## src/rtl/au_pkg.sv

```systemverilog
// au_pkg: shared states, tap order and address helpers for the biquad cascade sequencer
package au_pkg;
  typedef enum logic [2:0] {IDLE, ADDR, MAC, SKIP, UPD, OUT} state_e;
  typedef enum logic [2:0] {TapB0, TapB1, TapB2, TapA1, TapA2} tap_e;
  localparam int NumTaps = 5;
  localparam int TapStride = 8;
  function automatic int coef_aw(input int n);
    return $clog2(n) + 3;
  endfunction
endpackage

```

## src/rtl/au_biquad_mac.sv

```systemverilog
// au_biquad_mac: shared multiply-accumulate with Q-format rescale and output saturation
module au_biquad_mac #(
  parameter int SampleWidth = 16,
  parameter int CoeffWidth = 16,
  parameter int CoeffFrac = 14,
  parameter int AccWidth = 40
) (
  input  logic                   clk_i,
  input  logic                   rst_i,
  input  logic                   clr,
  input  logic                   acc_en,
  input  logic                   sub,
  input  logic [SampleWidth-1:0] operand,
  input  logic [CoeffWidth-1:0]  coef,
  output logic [SampleWidth-1:0] y,
  output logic                   clipped
);
  logic signed [SampleWidth+CoeffWidth-1:0] prod;
  logic signed [AccWidth-1:0] acc, term, sh;
  logic [AccWidth-SampleWidth:0] top;
  always_comb begin
    prod = $signed(operand) * $signed(coef);
    term = AccWidth'(prod);
    sh = acc >>> CoeffFrac;
    top = sh[AccWidth-1:SampleWidth-1];
    // value fits only when every bit above the sample's sign bit matches it
    clipped = ~(&top | ~|top);
    y = clipped ? {sh[AccWidth-1], {(SampleWidth-1){~sh[AccWidth-1]}}} : sh[SampleWidth-1:0];
  end
  always_ff @(posedge clk_i) begin
    if (rst_i || clr) acc <= '0;
    else if (acc_en) acc <= sub ? acc - term : acc + term;
  end
endmodule

```

## src/rtl/au_cascade_sequencer.sv

```systemverilog
// au_cascade_sequencer: runs each sample through NumStages DF-I biquads on one shared MAC
module au_cascade_sequencer
  import au_pkg::*;
#(
  parameter int NumStages = 4,
  parameter int SampleWidth = 16,
  parameter int CoeffWidth = 16,
  parameter int CoeffFrac = 14,
  parameter int AccWidth = 40
) (
  input  logic                             clk_i,
  input  logic                             rst_i,
  input  logic                             enable_i,
  input  logic [NumStages-1:0]             bypass_i,
  input  logic                             clear_i,
  input  logic                             in_valid_i,
  output logic                             in_ready_o,
  input  logic [SampleWidth-1:0]           in_data_i,
  output logic                             out_valid_o,
  input  logic                             out_ready_i,
  output logic [SampleWidth-1:0]           out_data_o,
  output logic                             coef_req_o,
  output logic [coef_aw(NumStages)-1:0]    coef_addr_o,
  input  logic [CoeffWidth-1:0]            coef_rdata_i,
  output logic                             busy_o,
  output logic [15:0]                      sat_cnt_o
);
  localparam int AddrWidth = coef_aw(NumStages);
  localparam int StW = NumStages > 1 ? $clog2(NumStages) : 1;
  state_e state, nstate, adv;
  tap_e tap;
  logic [StW-1:0] st, nst, sidx;
  logic last, accept, clear_pending, clr_hist, out_v, clipped;
  logic [SampleWidth-1:0] x_cur, operand, y;
  logic [SampleWidth-1:0] x1 [NumStages];
  logic [SampleWidth-1:0] x2 [NumStages];
  logic [SampleWidth-1:0] y1 [NumStages];
  logic [SampleWidth-1:0] y2 [NumStages];
  au_biquad_mac #(
    .SampleWidth(SampleWidth),
    .CoeffWidth(CoeffWidth),
    .CoeffFrac(CoeffFrac),
    .AccWidth(AccWidth)
  ) u_mac (
    .clk_i(clk_i),
    .rst_i(rst_i),
    .clr(state == ADDR),
    .acc_en(state == MAC),
    .sub(tap >= TapA1),
    .operand(operand),
    .coef(coef_rdata_i),
    .y(y),
    .clipped(clipped)
  );
  always_comb begin
    nst = st + 1'b1;
    last = st == StW'(NumStages - 1);
    // bypass is looked up for whichever stage is about to start
    sidx = state == IDLE ? '0 : nst;
    adv = bypass_i[sidx] ? SKIP : ADDR;
    in_ready_o = ~rst_i & enable_i & (state == IDLE) & ~clear_pending;
    accept = in_valid_i & in_ready_o;
    clr_hist = (state == IDLE) & (clear_i | clear_pending);
    busy_o = state != IDLE;
    out_valid_o = out_v;
    out_data_o = x_cur;
    coef_req_o = (state == ADDR) | ((state == MAC) & (tap != TapA2));
    coef_addr_o = coef_req_o ? AddrWidth'(int'(st) * TapStride + (state == MAC ? int'(tap) + 1 : 0)) : '0;
    operand = tap == TapB0 ? x_cur : tap == TapB1 ? x1[st] : tap == TapB2 ? x2[st] : tap == TapA1 ? y1[st] : y2[st];
    nstate = state;
    case (state)
      IDLE: nstate = accept ? adv : IDLE;
      ADDR: nstate = MAC;
      MAC: nstate = tap == tap_e'(NumTaps - 1) ? UPD : MAC;
      UPD, SKIP: nstate = last ? OUT : adv;
      OUT: nstate = out_v & out_ready_i ? IDLE : OUT;
      default: nstate = IDLE;
    endcase
  end
  always_ff @(posedge clk_i) begin
    if (rst_i) begin
      state <= IDLE;
      tap <= TapB0;
      st <= '0;
      x_cur <= '0;
      out_v <= 1'b0;
      clear_pending <= 1'b0;
      sat_cnt_o <= '0;
      for (int i = 0; i < NumStages; i++) begin
        x1[i] <= '0;
        x2[i] <= '0;
        y1[i] <= '0;
        y2[i] <= '0;
      end
    end else begin
      state <= nstate;
      // valid rises one cycle into OUT so the result register has settled
      out_v <= (state == OUT) & ~(out_v & out_ready_i);
      clear_pending <= (state != IDLE) & (clear_pending | clear_i);
      tap <= (state == MAC && tap != TapA2) ? tap_e'(tap + 1'b1) : TapB0;
      if (accept) begin
        x_cur <= in_data_i;
        st <= '0;
      end
      if (state == UPD) begin
        x_cur <= y;
        x1[st] <= x_cur;
        x2[st] <= x1[st];
        y1[st] <= y;
        y2[st] <= y1[st];
        if (clipped && sat_cnt_o != '1) sat_cnt_o <= sat_cnt_o + 1'b1;
      end
      if ((state == UPD || state == SKIP) && !last) st <= nst;
      if (clr_hist) begin
        for (int i = 0; i < NumStages; i++) begin
          x1[i] <= '0;
          x2[i] <= '0;
          y1[i] <= '0;
          y2[i] <= '0;
        end
      end
    end
  end
endmodule

```

## config.mk

```make
export PLATFORM = sky130hd
export DESIGN_NAME = au_cascade_sequencer
export DESIGN_NICKNAME = d
export VERILOG_FILES = /design/src/rtl/au_pkg.sv /design/src/rtl/au_biquad_mac.sv /design/src/rtl/au_cascade_sequencer.sv
export SDC_FILE = /design/constraint.sdc
export NUM_CORES = 1
export LEC_CHECK = 0
export CELL_PAD_IN_SITES_DETAIL_PLACEMENT = 2
export CELL_PAD_IN_SITES_GLOBAL_PLACEMENT = 2
export CORE_MARGIN = 2
export CORE_UTILIZATION = 46
export DETAILED_ROUTE_END_ITERATION = 16
export HOLD_SLACK_MARGIN = 0.15
export PLACE_DENSITY_LB_ADDON = 0.1
export REMOVE_ABC_BUFFERS = 1
export SLEW_MARGIN = 15
export SYNTH_ARGS = -nofsm -noshare
export SYNTH_HDL_FRONTEND = slang
export SYNTH_HIERARCHICAL = 1
export SYNTH_SLANG_ARGS = --single-unit
```

## constraint.sdc

```tcl
create_clock -name clk_i -period 18.5 [get_ports clk_i]
set_input_delay 1.85 -clock clk_i [delete_from_list [all_inputs] [get_ports clk_i]]
set_output_delay 1.85 -clock clk_i [all_outputs]
set_load 0.05 [all_outputs]
```

# Yosys cells after proc, flatten, opt, wreduce, memory -nomap -nowiden
# Memory sizes are Yosys's and may differ from the RTL's. A register that Yosys moved wholly into a read port is not among the register bits.
# Index checks and enable logic that the tools add are counted.
# word_totals
register_bits	82
out_inout_bits	41
n_memories	4
input_bits	42
word_cells	154
mem_bits_rw	256
# classes
n_reduce_logical	21
bitwise	34
n_lt_le_gt_ge	2
eq_ne	12
mul	1
n_addsub	7
muxes	65
# mem_list
memory	depth	width	read_ports	rd_ports_with_merged_regs	write_ports	line_no	source
x1	4	16	1	1	4	au_cascade_sequencer.sv:35	logic [SampleWidth-1:0] x1 [NumStages];
x2	4	16	1	1	4	au_cascade_sequencer.sv:36	logic [SampleWidth-1:0] x2 [NumStages];
y1	4	16	1	1	4	au_cascade_sequencer.sv:37	logic [SampleWidth-1:0] y1 [NumStages];
y2	4	16	1	1	4	au_cascade_sequencer.sv:38	logic [SampleWidth-1:0] y2 [NumStages];
# op_table
operator	n
two-way mux 16 bit	27
OR reduction 16 bit	4
adder 40 x 32 -> 40 bit	1
two-way mux 40 bit	1
subtractor 40 x 32 -> 40 bit	1
two-way mux 2 bit	17
multiplier 16 x 16 -> 32 bit	1
OR 1 bit	19
adder 16 x 1 -> 16 bit, second input constant	1
inequality test 16 bit, second input constant	1
one-hot mux 3 bit (5 select lines)	1
two-way mux 1 bit	13
== test 3 x 2 -> 1 bit, second input constant	4
AND reduction 11 bit	1
OR reduction 11 bit	1
AND 1 bit	9
== test 3 bit, second input constant	3
two-way mux 3 bit	3
== test 3 x 1 -> 1 bit, second input constant	2
zero test 3 bit	2
NOT 1 bit	6
adder 5 x 4 -> 5 bit	1
two-way mux 5 bit	1
adder 3 x 1 -> 4 bit, second input constant	1
15 further kinds	21

# Logic depth before layout (Yosys ltp)
# logic_depth
depth_word	9
ltp_mapped	46
depth_no_buf	42

# Hierarchy
# Netlist, hierarchy kept.
# by_module_without_submodules
mod	cells_each	area_each_um2	seq_area_each_um2	n_inst
au_biquad_mac	1685	14362.5	800.8	1
au_cascade_sequencer	1085	14172.3	8568.2	1

# Worst setup path before layout
# No wires, ideal clock.
# synth_path
path_type	input -> register
from	in coef_rdata_i[5]
to	reg u_mac.acc[39]
n_path_buf	2
arrival_time_ns	10.222
t_required_ns	18.428
cell_stages	35
slack_ns	8.207
setup_ns	0.072
cell_sequence	clkbuf_1 and2_1 fa_1 inv_1 fa_1 fa_1 inv_1 fa_1 fa_1 inv_1 fa_1 inv_1 ha_1 buf_6 a2111o_1 a31oi_2 o21ai_0 xnor2_1 nand2_1 nor4_1 nand2_1 nor3_1 a21oi_1 xor2_1 ha_1 a211o_1 a2111oi_0 o21ai_0 nor2_1 o21ai_0 a41oi_1 a31oi_1 or2_2 mux2i_1 mux2i_1
# synth_via
elab_chain_len	3
# synth_lines
item	line_no	source
start: declaration	au_cascade_sequencer.sv:24	input logic [CoeffWidth-1:0] coef_rdata_i,
multiplier 16 x 16 -> 32 bit (*)	au_biquad_mac.sv:22	prod = $signed(operand) * $signed(coef);
adder 40 x 32 -> 40 bit or subtractor 40 x 32 -> 40 bit (tied branches)	au_biquad_mac.sv:32	else if (acc_en) acc <= sub ? acc - term : acc + term;
two-way mux 40 bit (*)	au_biquad_mac.sv:32	
end signal: assignment	au_biquad_mac.sv:32	
end: declaration	au_biquad_mac.sv:19	logic signed [AccWidth-1:0] acc, term, sh;
# Mark *: on every way between the ends. The rest lies on a longest branch, timed or not.
# A chain may end at the register's enable or synchronous reset.

# Final worst setup path
# layout_path
from	reg tap[2]
to	reg u_mac.acc[39]
# layout_via
elab_chain_len	8
# layout_lines
item	line_no	source
start: declaration	au_cascade_sequencer.sv:31	tap_e tap;
start signal: assignment	au_cascade_sequencer.sv:83	tap <= TapB0;
start signal: assignment	au_cascade_sequencer.sv:100	tap <= (state == MAC && tap != TapA2) ? tap_e'(tap + 1'b1) : TapB0;
== test 3 x 2 -> 1 bit	au_cascade_sequencer.sv:69	operand = tap == TapB0 ? x_cur : tap == TapB1 ? x1[st] : tap == TapB2 ? x2[st] : tap == TapA1 ? y1[st] : y2[st ...
two-way mux 16 bit (3 in a row)	au_cascade_sequencer.sv:69	
two-way mux 16 bit (*)	au_cascade_sequencer.sv:69	
net operand[9]	au_cascade_sequencer.sv:34	logic [SampleWidth-1:0] x_cur, operand, y;
multiplier 16 x 16 -> 32 bit (*)	au_biquad_mac.sv:22	
adder 40 x 32 -> 40 bit or subtractor 40 x 32 -> 40 bit (tied branches)	au_biquad_mac.sv:32	
two-way mux 40 bit (*)	au_biquad_mac.sv:32	
# Mark *: on every way through the listed nets, which the timed path passes. The rest lies on a longest branch.

==> metrics.md <==
| Metric | Value |
|---|---|
| Leakage | `13.4 nW` |
| Initial core utilization | `0.464` |
| Power, Total | `around 0.0061 W` |
| Seq/Total Area, Yosys | `0.328` |
| Top FF cell, synth | `edfxtp_1` |
| Peak VDD IR | `148 µV` |
| Post-synthesis mux area share | `0.0735` |
| Final Hold Vio Count | `0` |
| Adder-cell share of the synthesized area | `0.243` |
| Mapped Cells | `2770` |
| IO Count | `83` |
| DRC viols | `0` |
| Worst-Skew Late Latency | `about 0.57 ns` |
| Via count | `21800` |
| Power per cell area | `195 mW/mm²` |
| Max-Slew Margin vs Limit | `0.227` |
| DIE AREA | `between 0.06 and 0.07 mm²` |
| DR WL/cell | `27.2 µm` |
| Max stage delay on crit path | `1.05 ns` |
| CTS Buf Count | `38` |
| I/O Buffers | `82` |
| Warning count from the yosys run | `6` |
| Post-CTS Hold Buffers | `0` |
| Number of global-route vias before repair | `24800` |
| Worst Max-Slew Pin Slew | `approximately 1.2 ns` |
| Post-cts resize count | `0` |
| Synthesized area | `0.0285 mm²` |
| Switching Share | `0.525` |
| Max-slew violations | `0` |
| Startpoint Class | `flop` |
| Clock group share of total power | `0.129` |
| Synthesized flop and latch total | `340` |
| Crit path max fanout | `20` |
| Synth Area in Simple Gates | `0.167` |
| Post-synthesis compound-gate area fraction | `0.0916` |
| Switch Pwr | `approximately 0.0032 W` |
| Routability Congestion | `0.907` |
| Area grow syn2layout | `9.44%` |
| Die width | `253 µm` |
| Gr usage total | `0.310` |
| Reg power frac | `0.164` |
| CTS tree | `built` |
| CTS Buffer Depth | `3` |
| Post-DP HPWL | `between 60000 and 70000 µm` |
| Comb power frac | `0.707` |
| GR Overflow Total | `0` |
| Outcome | `finished clean` |
| Final Cycle Share | `0.714` |
| Die height | `253 µm` |
| Tightest Hold Check Type | `reg -> reg` |
| Post-route cell area | `roughly 0.031 mm²` |
| Final setup margin | `5.29 ns` |
| Root Driver | `clkbuf_16` |
| Core ar. | `just over 0.06 mm²` |
| Worst Setup End Kind | `flop` |
| Final wirelength | `97700 µm` |
| Pint | `0.00290 W` |
| Total number of H-tree levels | `2` |
| Fin Setup TNS | `0 ns` |
| Async SR Flop Fraction | `0` |
| Share of cells above drive strength 1 | `0.0700` |
| Fill count | `slightly above 6000` |
| Synth cell types | `90` |
| Most common cell after layout, fill and taps aside | `inv_1` |
| Largest net degree at the start of global routing | `84` |
| Clock transition at the registers of the reported paths | `0.06 ns` |
| Min Tclk post-route | `13.21 ns` |
| Post-CTS Setup Bufs | `0` |
| Main combinational cell family by area after synthesis | `adder cells` |
| Slowest CP cell | `dfxtp_1` |
| Max Freq | `0.0757 GHz` |
| Top Family by Delay on Critical Path | `adder cells` |
| Setup violations, final | `0` |
| Synth Area in XOR/XNOR | `0.0296` |
| Most used cell, CP | `fa_1` |
| Commonest non-fill, non-tap cells in the layout | `328 x inv_1, 263 x fa_1, 256 x edfxtp_1, 216 x nor2_1, 194 x nand2_1` |
| Sink Count | `340` |
| Global-route wire length before repair | `150000 µm` |
| Buf/Inv on CP | `6` |
| Initial antenna violation count | `7` |
| Critical Setup Path Class | `reg -> reg` |
| CP required | `~19 ns` |
| EDFF count, synth | `256` |
| Iter 0 DRT Violations | `1457` |
| Antenna-violating nets left | `0` |
| Mean Syn Cell Area | `approximately 10 µm²` |
| Dpl cell area | `0.0300 mm²` |
| Final Skew | `0.0285 ns` |
| Nets | `3212` |
| Vias per inst | `approximately 6` |
| 1st-pass router iterations | `7` |
| Pre-CTS WS | `5.44 ns` |
| Rows | `91` |
| Max cap viols | `0` |
| RSZ-0062 raised after global routing | `false` |
| Data arrival, critical path | `between 10 and 15 ns` |
| N_diodes | `0` |
==> path summary, 6_finish.rpt <==
| check | end | slack, ns | depth (start not counted) | startpoint |
|---|---|---|---|---|
| worst max-delay path | u_mac/acc[39] | 5.29 | 40 | tap[2] |
| worst max register to register | u_mac/acc[39] | 5.29 | 40 | tap[2] |
| worst min-delay path | u_mac/acc[0] | 0.49 | 2 | u_mac/acc[0] |
| worst min register to register | u_mac/acc[0] | 0.49 | 2 | u_mac/acc[0] |
==> worst min-delay path: stages (launching register included) <==
cell      delay [ns]
dfxtp_1         0.31
nor2_1          0.09
a211oi_1        0.05
==> Yosys cell counts, types with 5 or more instances <==
cell type / n / area [µm²]
buf_1: 12 / 45.0
clkbuf_1: 88 / 330
inv_1: 328 / 1230
nand3_1: 47 / 235
nor2b_1: 13 / 81.3
ha_1: 133 / 1660
and4_1: 6 / 52.6
xnor2_1: 69 / 604
nor3_1: 29 / 145
xor2_1: 25 / 219
a211oi_1: 20 / 150
o21bai_1: 11 / 82.6
o21ai_0: 60 / 300
nand2b_1: 21 / 131
dfxtp_1: 84 / 1680
mux2i_1: 87 / 871
clkbuf_2: 7 / 35.0
mux2_2: 25 / 282
o2bb2ai_1: 10 / 87.6
fa_1: 263 / 5270
or4_1: 8 / 60.1
and2_1: 135 / 845
a22oi_1: 8 / 60.1
and3_1: 167 / 1040
nor2_1: 217 / 815
o22ai_1: 9 / 56.3
buf_4: 9 / 67.6
a31oi_1: 15 / 93.8
buf_2: 32 / 160
o21a_1: 14 / 105
edfxtp_1: 256 / 7690
o2bb2a_1: 9 / 90.1
nand4_1: 14 / 87.6
or3_1: 16 / 100
nor4_1: 5 / 31.3
o211ai_1: 13 / 97.6
or2_2: 6 / 37.5
o31ai_1: 12 / 90.1
a21oi_1: 100 / 500
nand2_1: 198 / 743
a311oi_1: 17 / 149
mux4_2: 42 / 946
a21o_1: 42 / 315
==> per-layer routing <==
| metal | GRT usage | vias to the layer above | part of all wire | routed length (µm) |
|---|---|---|---|---|
| li1 | - | 9491 | - | - |
| met1 | 0.409 | 11600 | 0.43 | 41500 |
| met2 | 0.531 | 606 | 0.50 | 48400 |
| met3 | 0.0387 | 199 | 0.045 | 4430 |
| met4 | 0.0991 | 2 | 0.033 | 3240 |
| met5 | 0 | - | 0.00013 | 13 |
==> power by group through the flow <==
stage	Sequential, W	Combinational (W)	Clock [W]
CTS	0.00100	0.00429	0.000798
finish	0.00100	0.00431	0.000787
global route	0.00101	0.00473	0.000822
global placement	0.00101	0.00404	0
detailed placement	0.00102	0.00424	0
floorplan	0.000996	0.00289	0
==> flip-flops by register name, indices dropped and copies added, names as in the netlist, 16 cells and up, named ones only <==
name and flops:
out_data_o 16, sat_cnt_o 16, u_mac/acc 40, x1 64
x2 64, y1 64, y2 64
==> final cells by class <==
cell class	count	area, µm²	share of cell area
repair buffers	116	1070	0.0343
clock buffers	51	1060	0.0340
multi-input cells	1950	17300	0.555
well taps	790	988	0.0317
clock inverters	17	181	0.00581
inverters	328	1230	0.0394
flip-flops and latches	340	9380	0.300
==> stage by stage <==
step / hold slack, ns / cells / utilization
floorplan: 0.454 / 2618 / -
global placement: 0.465 / 3524 / 0.488
detailed placement: 0.496 / 3524 / 0.488
CTS: 0.489 / 3592 / 0.508
global route: 0.508 / 3592 / 0.508
finish: 0.493 / 3592 / 0.508
==> cell families (layout without fill, tap and decap cells) <==
family,count (synthesis),after routing
DFF,340,340
adders and majority gates,396,396
muxes,154,154
xor gates and xnor gates,95,95
AOI/OAI and AO/OA,388,388
buffers and inverters,480,512
and+or+nand+nor,917,917
Power figures use the tool's default switching activity.
==> RTL change, RTL diff (same flow settings) <==
The 6 states of `state_e` get a one-hot encoding in 6 bits.
--- a/src/rtl/au_pkg.sv
+++ b/src/rtl/au_pkg.sv
@@ -1,6 +1,6 @@
 // au_pkg: shared states, tap order and address helpers for the biquad cascade sequencer
 package au_pkg;
-  typedef enum logic [2:0] {IDLE, ADDR, MAC, SKIP, UPD, OUT} state_e;
+  typedef enum logic [5:0] {IDLE = 6'b000001, ADDR = 6'b000010, MAC = 6'b000100, SKIP = 6'b001000, UPD = 6'b010000, OUT = 6'b100000} state_e;
   typedef enum logic [2:0] {TapB0, TapB1, TapB2, TapA1, TapA2} tap_e;
   localparam int NumTaps = 5;
   localparam int TapStride = 8;
Function: no difference found for any inputs over 4 cycles, from zero or initial values and one cycle with rst_i high; so few cycles prove little.
==> RTL change against the unedited design <==
Via count rose by 1.7%. Count of clock-buffer cells in the layout fell by 6. Synthesized area rose by 0.64%. Design area rose by 1.8%. Setup slack improved by 0.37 ns. Sequential share of layout area fell by 0.33 points. Wire length rose by 6.7%. Sequential cell count rose by 3. Fmax rose by 2.9%. Largest cell class unchanged.
Power is not compared: it rests on default switching activity, and its combinational part moved more than twofold at a synthesized area within 25%.
==> RTL change: results (changes against the unedited design) <==
| Metric | Value |
|---|---|
| Status | `finished, final reports clean (unchanged)` |
| Unique cell type count in the Yosys netlist | `89 (was 90)` |
| CP max FO | `58 (was 20)` |
| Post-Place Worst Slack | `5.879 ns (was 5.443 ns)` |
| Warnings, synthesis | `6 (unchanged)` |
| Clk buf depth | `3 (unchanged)` |
| Worst-Skew Late Latency | `0.59 ns (was 0.57 ns)` |
| R2R depth | `38 (was 40)` |
| CP Class | `reg -> reg (unchanged)` |
| Async set-reset flop share out of synthesis | `0 (unchanged)` |
| Fin crit period | `12.85 ns (was 13.21 ns)` |
| Layout Cells excl Fill | `3620 (was 3592)` |
| Final Wtd Congestion | `0.8075 (was 0.9067)` |
| Critical Path Max Stage Delay | `0.83 ns (was 1.05 ns)` |
| Final Skew | `0.03595 ns (was 0.02848 ns)` |
| Vias per cell | `6.136 (was 6.083)` |
| Clock slew at reported path FFs | `0.06 ns (about the same)` |
| WHS | `0.4980 ns (was 0.4927 ns)` |
| Slew headroom | `0.2086 (was 0.2271)` |
| Worst r2r dst | `u_mac/acc[39]$_SDFFE_PP0P_ (unchanged)` |
| Maximum vdd drop | `73.76 uV` |
| Post-CTS Setup Repair Bufs | `0 (unchanged)` |
| DP Wirelength | `70.66 mm (was 69.34 mm)` |
| Seq/Total Area, Yosys | `0.3284 (was 0.3283)` |
| Vias in the first global route | `25530 (was 24820)` |
| Layout cell share with drive strength beyond 1 | `0.08483 (was 0.06995)` |
| Top_reg_cell synth | `edfxtp_1 (unchanged)` |
| Root Driver | `clkbuf_16 (unchanged)` |
| Slowest CP cell | `buf_4 (was dfxtp_1)` |
| Detailed Routing Iterations Pass 1 | `5 (was 7)` |
| Min-Delay Path Class | `reg -> reg (unchanged)` |
| Avg Inst Size Synth | `10.50 sq um (was 10.30 sq um)` |
| Post-layout net count | `3189 (was 3212)` |
| Drt wl/cell | `28.78 um (was 27.19 um)` |
| Fill cells | `6236 (was 6190)` |
| Largest net degree at the start of global routing | `130 (was 84)` |
| H-tree level count | `2 (unchanged)` |
| PortBufs | `82 (unchanged)` |
| First-pass GRT wire length | `160.7 mm (was 150.3 mm)` |
| DR iter-0 viols | `1678 (was 1457)` |
| Worst Path Arrival | `13.36 ns (was 13.69 ns)` |
| Reg2reg setup slack | `5.65 ns (was 5.29 ns)` |
| Leakage power | `14.23 nW` |
| Post-synth EDFFs | `256 (unchanged)` |
| Synth top area cells | `edfxtp_1 (27%), fa_1 (18%), dfxtp_1 (6.1%), ha_1 (5.8%), and3_1 (5.2%) (was edfxtp_1 (27%), fa_1 (18%), dfxtp_1 (5.9%), ha_1 (5.8%), inv_1 (4.3%))` |
| CTS Buf Count | `39 (was 38)` |
| Commonest cells post-synth | `inv_1 (332), fa_1 (263), edfxtp_1 (256) (was inv_1 (328), fa_1 (263), edfxtp_1 (256))` |
| Total GRT Usage | `0.3303 (was 0.3100)` |
| Dpl cells | `3547 (was 3524)` |
| Initial antenna violation count | `0 (was 7)` |
| PostCTS Resize Cnt | `0 (unchanged)` |
-- RTL change: cell types whose count changed after synthesis, moves of 11 or more --
cell and delta:
and3_1 +72, nor2_1 -56, buf_2 -25, clkbuf_1 +23
mux4_2 +23, a311oi_1 -17, mux2i_1 -17, o21ai_0 -13
mux2_2 -11
-- RTL change: worst min path at each step --
stage                                    start                         end  cells after the start
finish               u_mac/acc[8]$_SDFFE_PP0P_   u_mac/acc[8]$_SDFFE_PP0P_                      2
global route        u_mac/acc[28]$_SDFFE_PP0P_  u_mac/acc[28]$_SDFFE_PP0P_                      2
CTS                  u_mac/acc[8]$_SDFFE_PP0P_   u_mac/acc[8]$_SDFFE_PP0P_                      2
detailed placement   u_mac/acc[7]$_SDFFE_PP0P_   u_mac/acc[7]$_SDFFE_PP0P_                      2
global placement     u_mac/acc[0]$_SDFFE_PP0P_   u_mac/acc[0]$_SDFFE_PP0P_                      2
floorplan            u_mac/acc[0]$_SDFFE_PP0P_   u_mac/acc[0]$_SDFFE_PP0P_                      2
-- RTL change: cell type report --
cell class | count | share of cell area
Antenna cell | 1 | 0.00007875
Sequential cell | 343 | 0.2970
Multi-Input combinational cell | 1920 | 0.5534
Clock buffer | 45 | 0.03174
Clock inverter | 27 | 0.01213
Timing Repair Buffer | 114 | 0.03339
Inverter | 333 | 0.03934
Tap cell | 837 | 0.03296
-- RTL change: per-stage QoR --
stage            util  instance area, sq um
2_1_floorplan       -                 28160
3_3_place_gp   0.4922                 30370
3_5_place_dp   0.4922                 30370
4_1_cts        0.5148                 31770
5_1_grt        0.5149                 31770
6_report       0.5149                 31780
-- RTL change: critical path: cells and delay by family (launching register included) --
kind	cells	cell delay, ns
adder cells (fa/ha/maj)	8	3.97
AND/OR/NAND/NOR	11	2.95
AO/OA/AOI/OAI	7	2.11
buffers and inverters	6	1.26
multiplexers	4	1.02
XOR/XNOR	2	0.70
flip-flops	1	0.64
-- RTL change: kinds of logic after synthesis --
kind of cell               count (synthesis)  share of synthesized area
and+or+nand+nor                          927                     0.1718
AOI/OAI and AO/OA                        351                    0.08453
buffers and inverters                    472                    0.06279
adders and majority gates                396                     0.2413
xor gates and xnor gates                  97                    0.03033
muxes                                    149                    0.08087
DFF                                      343                     0.3284
-- RTL change: report_power, final --
group	internal, mW	switching (mW)
logic	0.427	0.720
registers	0.875	0.0256
clock network	0.509	0.357
total	1.81	1.10
-- RTL change: metal layers --
metal  global-route usage  vias up  part of all wire
met5                    0        -                 0
met4               0.1422        0             0.045
met3              0.05060      263             0.051
met2               0.5672      795              0.50
met1               0.4139    11680              0.41
li1                     -     9472                 -
